### src/rtl/contador32_monitor_if.sv
// Signal bundle between the chained-counter stimulus side and contador32_monitor.
// Latency: none, plain wires.
// Backpressure: none; every signal is sampled or driven once per clock.
// Optional ports exist only when CONTADOR_MON_SNAPSHOT_EN is defined.
interface contador32_monitor_if #(
  parameter int WIDTH     = 32,
  parameter int NIB       = 4,
  parameter int ERR_CNT_W = 8
);
  // Stimulus shared with the counter, plus the counter's own outputs
  logic                 enable;
  logic [1:0]           mode;
  logic [NIB-1:0]       D;
  logic [WIDTH-1:0]     dut_Q;
  logic                 dut_rco;
  logic                 dut_load;
  logic                 clr_err;

  // Monitor results
  logic [WIDTH-1:0]     exp_Q;
  logic                 err_q;
  logic                 err_rco;
  logic                 err_load;
  logic                 fail;
  logic [ERR_CNT_W-1:0] err_count;

`ifdef CONTADOR_MON_SNAPSHOT_EN
  logic [WIDTH-1:0]     snap_exp;
  logic [WIDTH-1:0]     snap_dut;
  logic [31:0]          snap_cycle;
`endif

  // Stimulus/observer side: drives counter activity, reads the verdicts
  modport master (
    output enable, mode, D, dut_Q, dut_rco, dut_load, clr_err,
`ifdef CONTADOR_MON_SNAPSHOT_EN
    input  snap_exp, snap_dut, snap_cycle,
`endif
    input  exp_Q, err_q, err_rco, err_load, fail, err_count
  );

  // Monitor side
  modport slave (
    input  enable, mode, D, dut_Q, dut_rco, dut_load, clr_err,
`ifdef CONTADOR_MON_SNAPSHOT_EN
    output snap_exp, snap_dut, snap_cycle,
`endif
    output exp_Q, err_q, err_rco, err_load, fail, err_count
  );
endinterface

### src/rtl/contador32_monitor.sv
// Cycle-accurate checker for the 32-bit chained nibble counter (model + compare + error tally).
// Latency: model valid 1 edge after inputs; err_* pulses one edge after the compared cycle.
// Backpressure: none; observes every cycle. Option macro: CONTADOR_MON_SNAPSHOT_EN (first-mismatch snapshot).
module contador32_monitor #(
  parameter int WIDTH     = 32,
  parameter int NIB       = 4,
  parameter int ERR_CNT_W = 8
) (
  input logic                clk,
  input logic                reset,
  contador32_monitor_if.slave bus
);

  localparam int STAGES = WIDTH / NIB;

  typedef enum logic [1:0] {
    ST_IDLE  = 2'd0,
    ST_TRACK = 2'd1,
    ST_FAIL  = 2'd2
  } state_t;

  state_t state, state_nxt;

  // Reference model of the counter
  logic [WIDTH-1:0] exp_q;
  logic             exp_rco;
  logic             exp_load;
  logic [WIDTH-1:0] model_q_nxt;
  logic             model_rco_nxt;
  logic             model_load_nxt;
  logic [WIDTH:0]   sum_ext;

  // Compare results and error bookkeeping
  logic                 cmp_active;
  logic                 fail_flag;
  logic                 mis_q;
  logic                 mis_rco;
  logic                 mis_load;
  logic                 mismatch;
  logic                 clr_act;
  logic                 count_hit;
  logic                 err_q_r;
  logic                 err_rco_r;
  logic                 err_load_r;
  logic [ERR_CNT_W-1:0] err_cnt;

  // Next model value: one extra bit on the arithmetic paths catches carry/borrow out of the top stage
  always_comb begin
    sum_ext        = '0;
    model_q_nxt    = exp_q;
    model_rco_nxt  = 1'b0;
    model_load_nxt = 1'b0;
    if (bus.enable) begin
      unique case (bus.mode)
        2'b00: begin
          sum_ext       = {1'b0, exp_q} + (WIDTH+1)'(1);
          model_q_nxt   = sum_ext[WIDTH-1:0];
          model_rco_nxt = sum_ext[WIDTH];
        end
        2'b01: begin
          sum_ext       = {1'b0, exp_q} - (WIDTH+1)'(1);
          model_q_nxt   = sum_ext[WIDTH-1:0];
          model_rco_nxt = sum_ext[WIDTH];
        end
        2'b10: begin
          sum_ext       = {1'b0, exp_q} + (WIDTH+1)'(3);
          model_q_nxt   = sum_ext[WIDTH-1:0];
          model_rco_nxt = sum_ext[WIDTH];
        end
        default: begin
          model_q_nxt    = {STAGES{bus.D}};
          model_load_nxt = 1'b1;
        end
      endcase
    end
  end

  // Per-field compare of model against the counter in the current cycle
  always_comb begin
    mis_q     = cmp_active && (bus.dut_Q    != exp_q);
    mis_rco   = cmp_active && (bus.dut_rco  != exp_rco);
    mis_load  = cmp_active && (bus.dut_load != exp_load);
    mismatch  = mis_q || mis_rco || mis_load;
    clr_act   = bus.clr_err && (state != ST_IDLE);
    count_hit = mismatch && !clr_act;
  end

  // FSM state register
  always_ff @(posedge clk) begin
    if (reset) state <= ST_IDLE;
    else       state <= state_nxt;
  end

  // FSM next state: clr_err beats a simultaneous mismatch
  always_comb begin
    state_nxt = state;
    unique case (state)
      ST_IDLE:  if (bus.enable) state_nxt = ST_TRACK;
      ST_TRACK: if (bus.clr_err) state_nxt = ST_TRACK;
                else if (mismatch) state_nxt = ST_FAIL;
      ST_FAIL:  if (bus.clr_err) state_nxt = ST_TRACK;
      default:  state_nxt = ST_IDLE;
    endcase
  end

  // FSM outputs: compares run outside IDLE, sticky fail is simply the FAIL state
  always_comb begin
    cmp_active = (state != ST_IDLE);
    fail_flag  = (state == ST_FAIL);
  end

  // Model registers: clr_err resyncs the model onto whatever the counter currently shows
  always_ff @(posedge clk) begin
    if (reset) begin
      exp_q    <= '0;
      exp_rco  <= 1'b0;
      exp_load <= 1'b0;
    end else if (clr_act) begin
      exp_q    <= bus.dut_Q;
      exp_rco  <= 1'b0;
      exp_load <= 1'b0;
    end else begin
      exp_q    <= model_q_nxt;
      exp_rco  <= model_rco_nxt;
      exp_load <= model_load_nxt;
    end
  end

  // Registered error pulses
  always_ff @(posedge clk) begin
    if (reset || clr_act) begin
      err_q_r    <= 1'b0;
      err_rco_r  <= 1'b0;
      err_load_r <= 1'b0;
    end else begin
      err_q_r    <= mis_q;
      err_rco_r  <= mis_rco;
      err_load_r <= mis_load;
    end
  end

  // Saturating count of mismatching cycles
  always_ff @(posedge clk) begin
    if (reset || clr_act)             err_cnt <= '0;
    else if (count_hit && !(&err_cnt)) err_cnt <= err_cnt + 1'b1;
  end

  assign bus.exp_Q     = exp_q;
  assign bus.err_q     = err_q_r;
  assign bus.err_rco   = err_rco_r;
  assign bus.err_load  = err_load_r;
  assign bus.fail      = fail_flag;
  assign bus.err_count = err_cnt;

`ifdef CONTADOR_MON_SNAPSHOT_EN
  logic [31:0]      cyc;
  logic             snap_taken;
  logic [WIDTH-1:0] snap_exp_r;
  logic [WIDTH-1:0] snap_dut_r;
  logic [31:0]      snap_cycle_r;

  // Free-running cycles-since-reset count used to timestamp the snapshot
  always_ff @(posedge clk) begin
    if (reset) cyc <= '0;
    else       cyc <= cyc + 32'd1;
  end

  // Capture the first counted mismatch only; cleared by reset or clr_err
  always_ff @(posedge clk) begin
    if (reset || clr_act) begin
      snap_taken   <= 1'b0;
      snap_exp_r   <= '0;
      snap_dut_r   <= '0;
      snap_cycle_r <= '0;
    end else if (count_hit && !snap_taken) begin
      snap_taken   <= 1'b1;
      snap_exp_r   <= exp_q;
      snap_dut_r   <= bus.dut_Q;
      snap_cycle_r <= cyc;
    end
  end

  assign bus.snap_exp   = snap_exp_r;
  assign bus.snap_dut   = snap_dut_r;
  assign bus.snap_cycle = snap_cycle_r;
`endif

endmodule

### src/flat_wrapper.sv
// flat-port wrapper written by rule: the top's interface ports become plain ports
module contador32_monitor_flat 
#(
  parameter int WIDTH     = 32,
  parameter int NIB       = 4,
  parameter int ERR_CNT_W = 8
)
  (clk, reset, bus_enable, bus_mode, bus_D, bus_dut_Q, bus_dut_rco, bus_dut_load, bus_clr_err, bus_exp_Q, bus_err_q, bus_err_rco, bus_err_load, bus_fail, bus_err_count);
  contador32_monitor_if #(.WIDTH(WIDTH), .NIB(NIB), .ERR_CNT_W(ERR_CNT_W)) bus_i ();
  input logic clk;
  input logic reset;
  input wire logic [$bits(bus_i.enable)-1:0] bus_enable;
  input wire logic [$bits(bus_i.mode)-1:0] bus_mode;
  input wire logic [$bits(bus_i.D)-1:0] bus_D;
  input wire logic [$bits(bus_i.dut_Q)-1:0] bus_dut_Q;
  input wire logic [$bits(bus_i.dut_rco)-1:0] bus_dut_rco;
  input wire logic [$bits(bus_i.dut_load)-1:0] bus_dut_load;
  input wire logic [$bits(bus_i.clr_err)-1:0] bus_clr_err;
  output wire logic [$bits(bus_i.exp_Q)-1:0] bus_exp_Q;
  output wire logic [$bits(bus_i.err_q)-1:0] bus_err_q;
  output wire logic [$bits(bus_i.err_rco)-1:0] bus_err_rco;
  output wire logic [$bits(bus_i.err_load)-1:0] bus_err_load;
  output wire logic [$bits(bus_i.fail)-1:0] bus_fail;
  output wire logic [$bits(bus_i.err_count)-1:0] bus_err_count;
  assign bus_i.enable = bus_enable;
  assign bus_i.mode = bus_mode;
  assign bus_i.D = bus_D;
  assign bus_i.dut_Q = bus_dut_Q;
  assign bus_i.dut_rco = bus_dut_rco;
  assign bus_i.dut_load = bus_dut_load;
  assign bus_i.clr_err = bus_clr_err;
  assign bus_exp_Q = bus_i.exp_Q;
  assign bus_err_q = bus_i.err_q;
  assign bus_err_rco = bus_i.err_rco;
  assign bus_err_load = bus_i.err_load;
  assign bus_fail = bus_i.fail;
  assign bus_err_count = bus_i.err_count;
  contador32_monitor #(.WIDTH(WIDTH), .NIB(NIB), .ERR_CNT_W(ERR_CNT_W)) u_core (.clk(clk), .reset(reset), .bus(bus_i));
endmodule
### config.mk
export PLATFORM = sky130hd
export DESIGN_NAME = contador32_monitor_flat
export DESIGN_NICKNAME = d
export VERILOG_FILES = /design/src/rtl/contador32_monitor_if.sv /design/src/rtl/contador32_monitor.sv /design/src/flat_wrapper.sv
export SDC_FILE = /design/constraint.sdc
export NUM_CORES = 1
export LEC_CHECK = 0
export ABC_AREA = 0
export CORE_ASPECT_RATIO = 1.75
export CORE_MARGIN = 2
export CORE_UTILIZATION = 50
export CTS_BUF_LIST = sky130_fd_sc_hd__clkbuf_8 sky130_fd_sc_hd__clkbuf_16
export DETAILED_ROUTE_END_ITERATION = 7
export PLACE_DENSITY_LB_ADDON = 0.08
export SLEW_MARGIN = 20
export SYNTH_ARGS = -nofsm -noshare
export SYNTH_HDL_FRONTEND = slang
export SYNTH_SLANG_ARGS = --single-unit
### constraint.sdc
create_clock -name clk -period 6 [get_ports clk]
set_input_delay 1.5 -clock clk [delete_from_list [all_inputs] [get_ports clk]]
set_output_delay 1.5 -clock clk [all_outputs]
set_load 0.02 [all_outputs]
# Yosys cells after proc, flatten, opt, wreduce, memory -nomap -nowiden
# Index checks and enable logic that the tools add are counted.
[word_totals]
register_bits = 47
in_bits = 44
out_inout_bits = 44
wordCells = 52
[classes]
n_addsub = 4
n_eq_ne = 10
mux = 10
bitwise = 1
reduce_logical = 19
[ops]
columns = ["cell", "n"]
rows = [
  ["one-hot mux 32 bit (3 select lines)", 1],
  ["two-way mux 32 bit", 2],
  ["adder 32 x 1 -> 33 bit (second input constant)", 1],
  ["adder 32 x 2 -> 33 bit (second input constant)", 1],
  ["subtractor 32 x 1 -> 33 bit (second input constant)", 1],
  ["!= test 32 bit", 1],
  ["adder 8 x 1 -> 8 bit (second input constant)", 1],
  ["two-way mux 2 bit", 4],
  ["AND reduction 8 bit", 1],
  ["logical AND 1 bit", 6],
  ["one-hot mux 2 bit (3 select lines)", 1],
  ["OR reduction 3 bit", 2],
  ["== test 2 x 1 -> 1 bit (second input constant)", 2],
  ["== test 2 bit (second input constant)", 2],
  ["zero test 2 bit", 2],
  ["!= test 2 bit (second input constant)", 2],
  ["nonzero test 2 bit", 2],
  ["logical OR 1 bit", 3],
  ["!= test 3 x 2 -> 1 bit (second input constant)", 1],
  ["one-hot mux 1 bit (3 select lines)", 1],
  ["AND reduction 3 bit", 1],
  ["zero test 1 bit", 2],
  ["!= test 1 bit", 2],
  ["two-way mux 1 bit", 1],
  ["NOT 1 bit", 1],
]

# Longest topological paths before layout
[depth]
ltp_word = 7
ltp_mapped = 9
depth_no_buf = 8

# Worst setup path after synthesis
# Ideal clock, no wire load.
[synth_path]
kind = "input to register"
start = "input bus_dut_Q[28]"
end = "register u_core.err_cnt[1], in the netlist u_core.bus.err_count[1]"
setup_time_ps = 116
t_arrival_ps = 3063
required_time_ps = 5884
path_slack_ps = 2822
stages = 7
path_buffers = 1
cell_sequence = "xor2_1 nor4_1 nand4_1 nor4_2 clkbuf_1 nor3_1 a31o_1"
[synth_via]
elab_chain_len = 6
[synth_rtl]
columns = ["element", "line", "rtl"]
rows = [
  ["start: declaration", "flat_wrapper.sv:15", "input wire logic [$bits(bus_i.dut_Q)-1:0] bus_dut_Q;"],
  ["!= test 32 bit", "contador32_monitor.sv:80", "mis_q = cmp_active && (bus.dut_Q != exp_q);"],
  ["logical AND 1 bit", "contador32_monitor.sv:80", ""],
  ["logical OR 1 bit (2 in a row)", "contador32_monitor.sv:83", "mismatch = mis_q || mis_rco || mis_load;"],
  ["logical AND 1 bit", "contador32_monitor.sv:85", "count_hit = mismatch && !clr_act;"],
  ["logical AND 1 bit", "contador32_monitor.sv:145", "else if (count_hit && !(&err_cnt)) err_cnt <= err_cnt + 1'b1;"],
  ["end signal: assignment", "contador32_monitor.sv:145", ""],
  ["end: declaration", "contador32_monitor.sv:45", "logic [ERR_CNT_W-1:0] err_cnt;"],
]
# Every way passes these cells.
# A chain may end at the register's enable or synchronous reset.

# Worst setup path after layout
[layout_path]
start = "input bus_dut_Q[26]"
end = "register u_core.err_cnt[1], in the netlist u_core.bus.err_count[1]"
# Same word-level chain as after synthesis.

==> impl.org <==
** Yosys
- For this run, the number of Yosys warnings is 0.
- Ys async rst share :: 0
- The share of the Yosys chip area taken by registers is 0.215.
- Mapped Nets :: 668
- Number of synthesized flops with an enable pin :: 0
- Average cell area after synthesis :: between 7 and 8 µm²
- The synthesized design contains 47 register bits.
- The biggest area contributor in the post-synthesis netlist is dfxtp_1.
- Of the post-synthesis cell area, the dominant cell type holds 0.215.
- In the synthesized netlist the dominant register cell turns out to be dfxtp_1.
- The cell count after synthesis came out at 621.
- After synthesis, the cell types taking the most area are dfxtp_1, xor2_1, nor4_1, nand2_1, clkbuf_1.
- Unique masters post-synth :: 71
- In this run the cell area of the synthesized design comes to ~4400 µm².

** Clock tree
- No sink is reached through more buffers than the 2 on the longest clock path.
- After clock tree synthesis, the flow added hold-fix buffers numbering 0.
- After clock tree synthesis, the clock-pin slew on the worst setup and hold paths is 0.07 ns.
- Clock tree synthesis inserted a total of 5 buffers.
- In this run the post-CTS setup repair buffer count came out at 0.
- The tree is rooted in a clkbuf_16.
- Post-CTS repair changed the size of 0 cells.
- Counting every sink on the clock net gives 47.
- CTS tree :: yes
- Total number of H-tree levels :: 2
- At the later pin of the worst-skew pair, clock insertion delay measures 0.30 ns.

** Timing
- Worst-case hold slack :: a little over 0.5 ns
- Number of failing setup endpoints in the final timing report :: 0
- After routing, the total negative slack on setup checks comes to 0 ns.
- Max-slew violation count :: 0
- The final hold violation count came to 0.
- Final Skew :: 0.00856 ns
- F_max :: 231 MHz
- Subtracting the final worst setup slack from the clock period gives 4.34 ns.
- In the finished design, the share of the clock period the worst path needs comes to 0.723.
- Measured against its own limit, the worst slew margin works out to 0.263.
- For the pin with the worst max-slew slack, the measured transition is approximately 1.1 ns.
- Setup repair after global routing left no endpoint under its margin.

** Routing
- WL final :: 17.8 mm
- Number of optimization iterations in the first detailed-route pass :: 7
- After detailed routing, the average wire length per cell comes to 22.8 µm.
- In this run the remaining antenna-violating nets after routing total 0.
- Dividing the detail-routed via count by the number of cells gives 6.86.
- The final route contains 5,335 vias.
- After detailed routing, the number of remaining DRC violations is 0.
- Initial DRC count :: 451

** Finish
- Most used cells in the layout excluding fill and tap cells :: clkdlybuf4s50_1, nand2_1, nor2_1
- Antenna Diode Count :: 0
- Relative to the synthesized area, the layout overhead comes to 22.6%.
- The library cell used most frequently in the layout, excluding fill and tap cells, is clkdlybuf4s50_1.
- Share of the core filled with cells in the final layout :: 0.626
- In the final design database the tool counted 707 nets.
- In the final layout, the share of cells above drive strength 1 is 0.0424.

** GRT
- The total overflow left after global routing is 0.
- Global-route wire length before repair :: 27.5 mm
- GRT Resource Usage Total :: 0.381
- The number of global-route vias before repair was between 5,000 and 6,000.
- Entering global routing, the biggest net connects 38 pins.
- The number of antenna violations at the first check in global routing was 0.

** Critical path
- WS Path Type :: primary input to flip-flop
- Critical path capture point type :: flip-flop
- Kind of start point of the critical path :: primary input
- The startpoint identified for the worst register-to-register timing path is u_core.bus.exp_Q[13].
- Reg-to-reg endpoint :: u_core.bus.err_count[1]
- Data arrival time of the worst path :: ~4.5 ns
- Data on the critical path is required at its endpoint by 6.19 ns.
- The setup check on the worst reg-to-reg path leaves a slack of about 2.6 ns.
- The number of cells on the worst reg-to-reg path is 6.
- Along the worst path, the maximum fanout reaches 18.

** Pwr
- Power spread over the standard cell area amounts to 217 nW/µm².
- Static Leak :: 1.78 nW
- IR analysis of the VDD net gives a maximum drop of 157 µV.

** Floorplan
- Effective utilization at floorplan :: 0.511
- Pin placement for this block handled 88 I/O pins.
- The die covers between 9000 and 10,000 µm².
- The core region is around 8600 µm².
- In this run the vertical extent of the chip is 128 µm.
- Row cnt :: 45
- The die is 74.7 µm wide.

** Hold path
- The path class of the tightest hold or removal check is flip-flop to flip-flop.
- The startpoint identified for the worst hold timing path is u_core.bus.err_count[7].
- End point of the worst hold path :: u_core.bus.err_count[7]
- The worst hold path passes through 2 cells.

** Placement
- Quantity of I/O buffers inserted on ports :: between 80 and 90
- Total half-perimeter wirelength after legalization and detailed placement :: ~13 mm
- Routability congestion estimate from global placement :: 1.02

** Run status
- The flow ran to the end, and the final reports show no timing, DRC or antenna violations.

** Job
- Max-cap violations in this run came to 0.
[per-layer routing]
layer  part of all wire  wire [µm]  vias up  global-route usage
met5                  0          0        -                   0
met3              0.066       1170       92              0.0425
met1               0.35       6150     2510               0.429
li1                   -          -     2404                   -
met4              0.079       1410        0               0.253
met2               0.51       9040      329               0.651
[sequential cells by signal, summed over array words and instances, names as in the netlist]
name / count
u_core.bus.exp_Q: 32
u_core.bus.err_count: 8
u_core.state: 2
u_core.bus.err_load: 1
u_core.bus.err_q: 1
u_core.bus.err_rco: 1
u_core.exp_load: 1
u_core.exp_rco: 1
[kinds of logic after synthesis]
group                      Yosys count  share of synthesized area
AOI/OAI and AO/OA                  152                      0.242
and+or+nand+nor                    287                      0.343
muxes                                1                    0.00229
adders and majority gates            4                     0.0109
DFF                                 47                      0.215
xor gates and xnor gates            59                      0.118
buffers and inverters               71                     0.0687
[per-stage QoR]
| stage | cells | worst slack [ns] | total power, mW | cell area, µm² |
|---|---|---|---|---|
| 6_report | 778 | 1.66 | 1.16 | 5360 |
| 5_1_grt | 778 | 1.57 | 1.21 | 5360 |
| 4_1_cts | 778 | 1.67 | 1.15 | 5350 |
| 3_5_place_dp | 770 | 1.37 | 0.818 | 5180 |
| 3_3_place_gp | 770 | 1.40 | 0.813 | 5180 |
| 2_1_floorplan | 621 | 2.82 | 0.657 | 4370 |
[how the worst max path moves through the flow]
stage               slack [ns]                 endpoint  depth (start not counted)     startpoint
floorplan                 2.82  u_core.bus.err_count[1]                          7  bus_dut_Q[28]
global placement          1.40  u_core.bus.err_count[1]                          7  bus_dut_Q[26]
detailed placement        1.37  u_core.bus.err_count[1]                          7  bus_dut_Q[26]
CTS                       1.67  u_core.bus.err_count[1]                          7  bus_dut_Q[26]
global route              1.57  u_core.bus.err_count[6]                          7  bus_dut_Q[26]
finish                    1.66  u_core.bus.err_count[1]                          7  bus_dut_Q[26]
[cell usage after synthesis (6+ instances only)]
library cell,count
o21ai_0,31
nand2_1,55
a221oi_1,9
xnor2_1,20
nor3_1,37
nor4_1,35
nand3_1,36
and3_1,6
or3_1,17
xor2_1,39
o31ai_1,7
o221ai_1,6
nor2_1,50
or4_1,6
dfxtp_1,47
nand4_1,19
inv_1,9
o211ai_1,9
clkbuf_1,54
a21oi_1,31
[layout make-up]
cell class	instances	area (µm²)
Sequential cell	47	941
Tap cell	117	146
Inverter	9	33.8
Clock inverter	3	47.5
Clock buffer	5	125
Timing Repair Buffer	94	923
Multi-Input combinational cell	503	3140
Fill cell	833	3200
[report_power, final]
part | internal (mW) | total, mW | switching, mW
sequential | 0.337 | 0.419 | 0.0820
clock | 0.199 | 0.340 | 0.140
combinational | 0.172 | 0.404 | 0.232
[worst max-delay path, stage by stage]
cell and delay [ns]:
clkdlybuf4s50_1 0.43, xor2_1 0.18, nor4_1 0.94, nand4_1 0.39, nor4_4 0.73, nor3_1 0.11
a31o_1 0.24
Note: power is estimated with default switching activity, not from simulation.
